**src/rtl/snp_ctrl_pkg.sv**
```systemverilog
// Shared definitions for the phase-snapshot capture controller.
//   state_t     : capture FSM states
//   CTRL_*      : bit positions inside the 32-bit control word
//   ST_*        : bit positions inside the 32-bit status word
package snp_ctrl_pkg;

  typedef enum logic [1:0] {
    IDLE    = 2'd0,
    ARMED   = 2'd1,
    CAPTURE = 2'd2,
    DONE    = 2'd3
  } state_t;

  localparam int unsigned CTRL_ARM     = 0;
  localparam int unsigned CTRL_TRIG_EN = 1;
  localparam int unsigned CTRL_LEN_LSB = 16;
  localparam int unsigned CTRL_LEN_MSB = 31;

  localparam int unsigned ST_DONE  = 31;
  localparam int unsigned ST_BUSY  = 30;
  localparam int unsigned ST_ARMED = 29;

endpackage

```
**src/rtl/snp_rise_detect.sv**
```systemverilog
// Rising-edge detector with a registered history bit.
//   clk  : clock
//   rst  : synchronous active-high reset; history bit resets to INIT
//   d    : level input
//   rise : d & ~previous d (combinational from the current d)
// With INIT=1 a level held high through reset is not reported as an edge.
module snp_rise_detect #(
  parameter logic INIT = 1'b1
) (
  input  logic clk,
  input  logic rst,
  input  logic d,
  output logic rise
);

  logic prev;

  always_ff @(posedge clk) begin
    if (rst) begin
      prev <= INIT;
    end else begin
      prev <= d;
    end
  end

  assign rise = d & ~prev;

endmodule

```
**src/rtl/snp_phs_ss_capture_ctrl.sv**
```systemverilog
// Phase-snapshot capture controller.
// Decodes the software control word, waits for an optional external trigger,
// streams qualified phase samples into the snapshot BRAM and reports status.
//   user_clk    : sole clock
//   user_rst    : synchronous active-high reset
//   ctrl_word   : [0] arm (rising edge starts), [1] ext_trig_en, [31:16] length
//   din         : phase sample
//   din_valid   : sample qualifier
//   ext_trig    : external trigger level, honoured only while ARMED
//   bram_we     : BRAM write enable (one cycle per sample)
//   bram_addr   : BRAM write address
//   bram_din    : BRAM write data
//   status_word : [31] done, [30] busy, [29] armed, [ADDR_W:0] samples written
module snp_phs_ss_capture_ctrl
  import snp_ctrl_pkg::*;
#(
  parameter int DATA_W = 32,
  parameter int ADDR_W = 10
) (
  input  logic              user_clk,
  input  logic              user_rst,
  input  logic [31:0]       ctrl_word,
  input  logic [DATA_W-1:0] din,
  input  logic              din_valid,
  input  logic              ext_trig,
  output logic              bram_we,
  output logic [ADDR_W-1:0] bram_addr,
  output logic [DATA_W-1:0] bram_din,
  output logic [31:0]       status_word
);

  localparam int unsigned     DEPTH   = 2 ** ADDR_W;
  localparam logic [ADDR_W:0] DEPTH_C = {1'b1, {ADDR_W{1'b0}}};
  localparam logic [ADDR_W:0] ONE_C   = (ADDR_W + 1)'(1);

  state_t            state, state_nxt;
  logic [ADDR_W:0]   count;
  logic [ADDR_W:0]   count_inc;
  logic [ADDR_W:0]   len_q;
  logic [ADDR_W:0]   len_clamped;
  logic [15:0]       len_field;
  logic              arm_rise;
  logic              start;
  logic              accept;
  logic [31:0]       status_nxt;
  logic              ctrl_unused;

  assign ctrl_unused = ^ctrl_word[CTRL_LEN_LSB-1:CTRL_TRIG_EN+1];

  snp_rise_detect #(
    .INIT(1'b1)
  ) u_arm_rise (
    .clk  (user_clk),
    .rst  (user_rst),
    .d    (ctrl_word[CTRL_ARM]),
    .rise (arm_rise)
  );

  // Zero or oversize lengths mean "fill the whole BRAM".
  always_comb begin
    len_field = ctrl_word[CTRL_LEN_MSB:CTRL_LEN_LSB];
    if (len_field == 16'd0 || 32'(len_field) > DEPTH) begin
      len_clamped = DEPTH_C;
    end else begin
      len_clamped = (ADDR_W + 1)'(len_field);
    end
  end

  assign count_inc = count + ONE_C;

  // The trigger cycle itself may carry sample 0, so ARMED can accept and
  // (for len 1) finish in one step.
  always_comb begin
    state_nxt = state;
    start     = 1'b0;
    accept    = 1'b0;
    case (state)
      IDLE, DONE: begin
        if (arm_rise) begin
          start     = 1'b1;
          state_nxt = ctrl_word[CTRL_TRIG_EN] ? ARMED : CAPTURE;
        end
      end
      ARMED: begin
        if (ext_trig) begin
          state_nxt = CAPTURE;
          if (din_valid) begin
            accept = 1'b1;
            if (count_inc == len_q) state_nxt = DONE;
          end
        end
      end
      CAPTURE: begin
        if (din_valid) begin
          accept = 1'b1;
          if (count_inc == len_q) state_nxt = DONE;
        end
      end
      default: state_nxt = IDLE;
    endcase
  end

  always_comb begin
    status_nxt              = '0;
    status_nxt[ST_DONE]     = (state == DONE);
    status_nxt[ST_BUSY]     = (state == ARMED) || (state == CAPTURE);
    status_nxt[ST_ARMED]    = (state == ARMED);
    status_nxt[ADDR_W:0]    = count;
  end

  always_ff @(posedge user_clk) begin
    if (user_rst) begin
      state       <= IDLE;
      count       <= '0;
      len_q       <= DEPTH_C;
      bram_we     <= 1'b0;
      bram_addr   <= '0;
      bram_din    <= '0;
      status_word <= '0;
    end else begin
      state       <= state_nxt;
      bram_we     <= accept;
      status_word <= status_nxt;
      if (start) begin
        count <= '0;
        len_q <= len_clamped;
      end else if (accept) begin
        count <= count_inc;
      end
      if (accept) begin
        bram_addr <= count[ADDR_W-1:0];
        bram_din  <= din;
      end
    end
  end

endmodule

```
**config.mk**
```make
export PLATFORM = sky130hd
export DESIGN_NAME = snp_phs_ss_capture_ctrl
export DESIGN_NICKNAME = d
export VERILOG_FILES = /design/src/rtl/snp_ctrl_pkg.sv /design/src/rtl/snp_rise_detect.sv /design/src/rtl/snp_phs_ss_capture_ctrl.sv
export SDC_FILE = /design/constraint.sdc
export NUM_CORES = 1
export LEC_CHECK = 0
export ABC_AREA = 1
export BUFFER_PORTS_ARGS = -buffer_cell sky130_fd_sc_hd__buf_2
export CELL_PAD_IN_SITES_DETAIL_PLACEMENT = 2
export CELL_PAD_IN_SITES_GLOBAL_PLACEMENT = 2
export CORE_MARGIN = 2
export CORE_UTILIZATION = 23
export DETAILED_ROUTE_END_ITERATION = 7
export PLACE_DENSITY = 0.8
export SYNTH_ARGS = -nofsm -noshare
export SYNTH_HDL_FRONTEND = slang
export SYNTH_SLANG_ARGS = --single-unit
export TNS_END_PERCENT = 1
```
**constraint.sdc**
```tcl
create_clock -name user_clk -period 1.7 [get_ports user_clk]
set_input_delay 0 -clock user_clk [delete_from_list [all_inputs] [get_ports user_clk]]
set_output_delay 0 -clock user_clk [all_outputs]
set_load 0.005 [all_outputs]
```
==> PnR_summary.wiki, run 1 <==
{| class="wikitable"
! Metric !! Value
|-
| Core area || ~15000 µm²
|-
| Fmax achieved || 0.548 GHz
|-
| Wire length after detailed routing || 13500 µm
|-
| Number of search-and-repair iterations in the first detailed-routing pass || 4
|-
| Cell types occupying the most area after synthesis || dfxtp_1, nor2_1, o21ai_0, nand2_1, inv_1
|-
| Width of the chip || roughly 130 µm
|-
| Worst-case vdd ir drop || 0.475 mV
|-
| Type of element capturing the critical path || register
|-
| Avg Cell Area, Syn || about 7.4 µm²
|-
| Dpl cell area || roughly 4400 µm²
|-
| Worst hold slack || -0.00627 ns
|-
| Initial detailed-routing violation count || ~100
|-
| Area of the die || ~16000 µm²
|-
| DRC viols || 0
|-
| Final hold viol count || 1
|-
| #FFs+latches synth || between 80 and 90
|-
| Max-cap check violation count || 0
|-
| Most common library cells after synthesis || nor2_1, dfxtp_1, nand2_1, o21ai_0, inv_1
|-
| Vias in the first global route || around 4100
|-
| WL per Instance || about 16 µm
|-
| Antenna violations before repair || 0
|-
| Cell count after synthesis || about 470
|-
| Num ports || around 140
|-
| Instance count after placement with tap cells included || between 700 and 800
|-
| Leakage dissipation || 2.43 nW
|-
| Master cell of the clock root buffer || clkbuf_16
|-
| Ratio of cells with drive above 1 in the final layout || roughly a third
|-
| Min-Delay Path Class || input port to register
|-
| Initial Utilization || a little under a quarter
|-
| Global-route wire length before repair || 21500 µm
|-
| Clock slew seen by the registers of the worst setup and hold paths || 0.06 ns
|-
| Async set or reset register ratio after synthesis || 0%
|-
| Number of distinct library cells after synthesis || 33
|-
| Layout area overhead || 53.4%
|-
| Signal arrival time at the worst endpoint || ~2 ns
|-
| IO Port Bufs || 110
|-
| Min setup slack post-route || -0.126 ns
|-
| Total standard cell area after synthesis || 3430 µm²
|-
| Parity-gate share of the synthesized area counting xor and xnor cells || less than 1%
|-
| Sum of overflow across all layers after global routing || 0
|-
| Status || finished with violations
|-
| Placed wire-length estimate after detailed placement || slightly above 9000 µm
|-
| Number of buffers created by CTS || 9
|-
| Final antenna-violating net count || 0
|-
| Final antenna diode count || 0
|-
| Final nets || around 720
|-
| Total vias in the final route || approximately 3700
|-
| Final Skew || 0.0110 ns
|-
| Final cycle utilization of the critical path || 107%
|-
| Power density relative to cell area || between 1000 and 1500 nW/µm²
|-
| Worst skew pair latency || around 0.35 ns
|-
| Post-layout total power || approximately 5.7 mW
|-
| Share of synthesized area occupied by flip-flops and latches || 47.8%
|-
| Unrepaired setup endpoints after global routing || true
|-
| Largest buffer count on any clock path || 2
|-
| Max Transition Viols Final || 0
|-
| Post-Layout Cell Count || 840
|-
| Share of the synthesized area in compound gates (AO/OA/AOI/OAI) || a little over an eighth
|-
| Placement row count || 44
|-
| Largest net degree at the start of global routing || 34
|-
| Post-Synth Adder-Cell Area || under 10%
|-
| Number of H-tree branching levels || 3
|-
| Height of the chip || ~130 µm
|-
| CP Max Fanout || 4
|-
| Violations in the final reports || negative hold slack, negative setup slack
|-
| Portion of synthesized cell area occupied by the leading cell type || between 40% and 50%
|-
| Synth Warn # || 0
|-
| GRT Total Usage || approximately 17%
|-
| Final Wtd Congestion || around 0.84
|-
| Clock tree from TritonCTS || built
|-
| Final setup violating endpoints || 20
|-
| Number of filler cells placed in the layout || roughly 1700
|-
| Critical Setup Path Class || register to register
|-
| Area leader, netlist || dfxtp_1
|-
| Dominant combinational cell family by area after synthesis || simple AND/OR/NAND/NOR gates
|-
| Clock sink total || about 80
|-
| Tmin final || around 1.8 ns
|-
| Vias/cell || around 4.5
|-
| Count of flip-flops with a built-in enable after synthesis || 0
|-
| Area fraction in and, or, nand and nor cells after synthesis || a little over a quarter
|-
| Most used standard cell by instance count after synthesis || nor2_1
|-
| Portion of netlist area occupied by mux cells || 0%
|-
| Commonest register cell after synthesis || dfxtp_1
|-
| Kind of launch point of the worst setup path || register
|-
| Post-route standard cell area excluding fillers || 5270 µm²
|-
| Req. time, crit path || between 1.5 and 2 ns
|}
layout make-up:
cell class                 instances  area [µm²]  area share (%)
inverter                          44         170            3.23
clock buffer                      11         233            4.42
clock inverter                     5        40.0           0.760
timing repair inverter             1        7.51           0.143
tap                              184         230            4.37
multi-input combinational        320        1620            30.7
timing repair buffer             193        1320            25.0
sequential                        82        1650            31.4
final timing paths:
check,from,end,slack (ns),cells after the start
hold reg to reg,bram_din[10]$_SDFFE_PP0P_,bram_din[10]$_SDFFE_PP0P_,0.48,2
setup / recovery,count[1]$_SDFFE_PP0P_,state[0]$_SDFFE_PP0P_,-0.13,12
setup reg to reg,count[1]$_SDFFE_PP0P_,state[0]$_SDFFE_PP0P_,-0.13,12
hold / removal,ctrl_word[1],state[1]$_SDFFE_PP0P_,-0.006,4
routing by layer:
layer,share of wire (%),GRT usage (%),vias up,routed length [µm]
met5,0,0,-,0
met4,1.4,4.72,0,186
met3,3.6,3.53,13,484
met2,54,32.3,86,7260
met1,41,19.5,1812,5610
li1,-,-,1830,-
flip-flops by register name (all words and copies together), names as in the netlist:
| name | count |
|---|---|
| count | 11 |
| status_word | 14 |
| state | 2 |
| bram_din | 32 |
| bram_we | 1 |
| u_arm_rise.prev | 1 |
| bram_addr | 10 |
| len_q | 11 |
critical path: stages, from the launching register on:
cell     delay, ns
dfxtp_4       0.37
ha_4          0.16
nand3_2       0.12
nor2_4        0.15
nand2_1       0.08
nand3_1       0.10
nand2_1       0.06
nor2_1        0.11
nand2_1       0.10
nor2_4        0.14
nand3_4       0.10
a21oi_2       0.15
a21oi_1       0.07
power breakdown:
part	internal (mW)	leakage, nW	total (mW)	switching (mW)
Sequential	2.15	0.666	2.30	0.143
Clock	0.998	0.122	1.82	0.821
Combinational	0.680	1.64	1.58	0.902
Total	3.83	2.43	5.70	1.87
repair_timing:
item | CTS | global route
endpoints found under the hold margin | 47 | 0
gates cloned | 1 | 0
setup endpoints to repair | 60 | 66
hold buffers | 44 | 0
gates resized for setup | 19 | 38
setup buffers | 0 | 1
pin swaps | 1 | 19
metrics by stage:
step	setup slack (ns)	util, %	TNS (ns)
after global routing	-0.269	36.1	-8.04
after detailed placement	-0.248	30.0	-7.15
after floorplan	-0.0133	-	-0.0266
after CTS	-0.116	35.4	-1.21
final	-0.126	36.1	-0.805
after global placement	-0.184	30.0	-3.65
layout by cell type, fill, tap and decap left out, types with 2 or more instances in the layout:
cell,instances
buf_2,110
nor2_1,93
dfxtp_1,76
nand2_1,57
o21ai_0,46
dlygate4sd3_1,44
inv_1,39
buf_4,34
nand3_1,24
conb_1,18
a21oi_1,15
nand2_2,10
o21ai_1,9
clkbuf_16,9
nand3_2,7
clkinvlp_4,5
nor2_2,5
nor2_4,4
dfxtp_2,4
o211ai_1,3
a32o_1,3
inv_2,3
o221ai_1,3
ha_1,3
buf_6,3
nand3b_1,2
nand3_4,2
nor3_2,2
a21oi_2,2
clkbuf_1,2
dfxtp_4,2
kinds of logic after synthesis:
logic type,after synthesis
compound gates,84
other cells,1
simple gates,213
fa+ha+maj,4
buf+inv,80
xor+xnor,1
flops,82
(Power assumes the default switching activity.)
==> run 2: changes to the inputs <==
- CORE_UTILIZATION: 23 -> 27
- PLACE_DENSITY: 0.8 -> 0.88
- SKIP_LAST_GASP: default -> 1
- clock period: 1.7 -> 2.1 ns (I/O delays scaled with it)
==> run 2 against run 1 <==
Net effect: the run now ends clean; power shrank 19%; global-route usage is 3.7 points higher; worst setup slack gained 0.31 ns; core utilization rose by 3.1 points; fmax decreased by 4.9%; non-clock buffer count is 32 lower.
==> PnR_summary.wiki, run 2 (synthesis gave the netlist of run 1 again) <==
{| class="wikitable"
! Metric !! Value
|-
| Total vias in the final route || 3735 (-0.16%)
|-
| IO Port Bufs || 110 (unchanged)
|-
| Global-route wire length before repair || 21500 µm (+0.16%)
|-
| Req. time, crit path || 2.37 ns (+0.44 ns)
|-
| Power density relative to cell area || 942 nW/µm² (-13%)
|-
| Fmax achieved || 0.521 GHz (-4.9%)
|-
| Post-layout total power || 4.62 mW (-19%)
|-
| Max Transition Viols Final || 0 (unchanged)
|-
| Met2 WL || 7680 µm (+5.8%)
|-
| Vias in the first global route || 4071 (-0.12%)
|-
| Min-Delay Path Class || input port to register
|-
| Tmin final || 1.92 ns (+0.0947 ns)
|-
| Max-cap check violation count || 0 (unchanged)
|-
| Layout area overhead || 42.8%
|-
| Final cycle utilization of the critical path || 91.5% (-16 points)
|-
| Routed metal-1 wire length || 5500 µm (-2.1%)
|-
| Clock slew seen by the registers of the worst setup and hold paths || 0.07 ns (about the same)
|-
| Most flop-heavy register || bram_din
|-
| Leakage dissipation || 2.26 nW (-6.7%)
|-
| Wire length after detailed routing || 14300 µm (+5.4%)
|-
| Wire length on met3 || 677 µm (+40%)
|-
| Largest net degree at the start of global routing || 62 (+82%)
|-
| Width of the chip || 117 µm (-7.5%)
|-
| CP Max Fanout || 61 (+57)
|-
| Worst skew pair latency || 0.34 ns (about the same)
|-
| Final nets || 690 (-4.6%)
|-
| Final setup violating endpoints || 0 (-100%)
|-
| Leading cell types in the layout, fill and taps excluded || buf_2, nor2_1, dfxtp_1, nand2_1, o21ai_0
|-
| Clock sink total || 82 (unchanged)
|-
| Number of search-and-repair iterations in the first detailed-routing pass || 4 (unchanged)
|-
| Sum of overflow across all layers after global routing || 0 (unchanged)
|-
| DRC viols || 0 (unchanged)
|-
| Number of H-tree branching levels || 3 (unchanged)
|-
| Placement row count || 41 (-6.8%)
|-
| Clock tree from TritonCTS || built
|-
| Worst hold slack || 0.0171 ns (+0.0234 ns)
|-
| Number of buffers created by CTS || 9 (unchanged)
|-
| Placed wire-length estimate after detailed placement || 8230 µm (-11%)
|-
| Worst Setup Slack post-DPL || 0.0655 ns (+0.313 ns)
|-
| Most common cell after layout, fill and taps aside || buf_2
|-
| Number of buffers added for setup after CTS || 0 (unchanged)
|-
| Ratio of cells with drive above 1 in the final layout || 24.4% (-7.6 points)
|-
| Worst-case vdd ir drop || 0.381 mV (-20%)
|-
| Antenna violations before repair || 1 (+1)
|-
| Signal arrival time at the worst endpoint || 2.19 ns (+0.13 ns)
|-
| Setup TNS || 0 ns (+0.805 ns)
|-
| Master cell of the clock root buffer || clkbuf_16
|-
| Largest registers in the final layout || bram_din (32), status_word (14)
|-
| Unrepaired setup endpoints after global routing || false
|-
| WL per Instance || 17.9 µm (+11%)
|-
| Min setup slack post-route || 0.179 ns (+0.305 ns)
|-
| Number of filler cells placed in the layout || 1472 (-13%)
|-
| GRT Total Usage || 20.8% (+3.7 points)
|-
| Largest register FFs || 32 (unchanged)
|-
| Kind of launch point of the worst setup path || register
|-
| Height of the chip || 117 µm (-7.5%)
|-
| Initial detailed-routing violation count || 150 (+46%)
|-
| Final Skew || 0.00809 ns (-0.00293 ns)
|-
| Type of element capturing the critical path || register
|-
| Largest buffer count on any clock path || 2 (unchanged)
|-
| Num ports || 143 (unchanged)
|-
| Area taken by flip-flops and latches || 1650 µm² (-0.15%)
|-
| Critical Setup Path Class || register to register
|-
| Final antenna-violating net count || 0 (unchanged)
|-
| Area of the die || 13600 µm² (-14%)
|-
| Final Wtd Congestion || 0.809 (-3.1%)
|-
| Initial Utilization || 27.4% (+3.9 points)
|-
| Status || completed
|-
| Core area || 12500 µm² (-14%)
|-
| Area of the multi-input gates || 1520 µm² (-6.1%)
|-
| Vias/cell || 4.69 (+5.2%)
|-
| Final hold viol count || 0 (-1)
|-
| Highest Signal Layer || met4
|}
==> run 2: stage by stage <==
step | instance area (µm²) | std cells | util (%)
floorplan | 3500 | 482 | -
detailed placement | 4130 | 736 | 33.0
CTS | 4860 | 795 | 38.9
global placement | 4130 | 736 | 33.0
finish | 4910 | 797 | 39.2
global route | 4900 | 796 | 39.2
==> run 2: worst max-delay path, cell delays in order (launching register included) <==
cell      delay [ns]
dfxtp_1         0.36
inv_1           0.09
ha_1            0.35
inv_1           0.13
nand3_1         0.17
clkinv_1        0.12
buf_12          0.25
o21ai_0         0.16
a21oi_1         0.17
==> run 2: metal layers <==
| layer | up-vias | track usage (%) |
|---|---|---|
| li1 | 1764 | - |
| met1 | 1833 | 22.0 |
| met2 | 108 | 39.9 |
| met3 | 30 | 4.12 |
| met4 | 0 | 9.02 |
| met5 | - | 0 |
==> run 2: final timing paths <==
kind         slack (ns)  depth (start not counted)                         end              startpoint
max                0.18                          8   bram_addr[2]$_SDFFE_PP0P_   state[0]$_SDFFE_PP0P_
min                0.02                          3   bram_din[20]$_SDFFE_PP0P_                 din[20]
max reg2reg        0.18                          8   bram_addr[2]$_SDFFE_PP0P_   state[0]$_SDFFE_PP0P_
min reg2reg        0.50                          2  status_word[10]$_SDFF_PP0_  count[10]$_SDFFE_PP0P_
==> run 2: report_power, final <==
| part | internal (mW) | leakage (nW) | switching, mW | total [mW] |
|---|---|---|---|---|
| sequential | 1.74 | 0.665 | 0.133 | 1.88 |
| combinational | 0.442 | 1.46 | 0.706 | 1.15 |
| clock | 0.924 | 0.139 | 0.676 | 1.60 |
==> run 2: cell type report <==
cell class,count,share of cell area [%]
clock inverters,6,1.38
well taps,172,4.39
multi-input cells,320,31.0
inverters,44,3.37
diodes,2,0.102
clock buffers,10,4.67
flip-flops and latches,82,33.7
repair buffers,161,21.5
==> run 2: what timing repair did <==
| action | 4_1_cts | 5_1_grt |
|---|---|---|
| endpoints found under the setup margin | 2 | 2 |
| resized for setup | 2 | 10 |
| endpoints found under the hold margin | 43 | 0 |
| hold buffers | 43 | 0 |
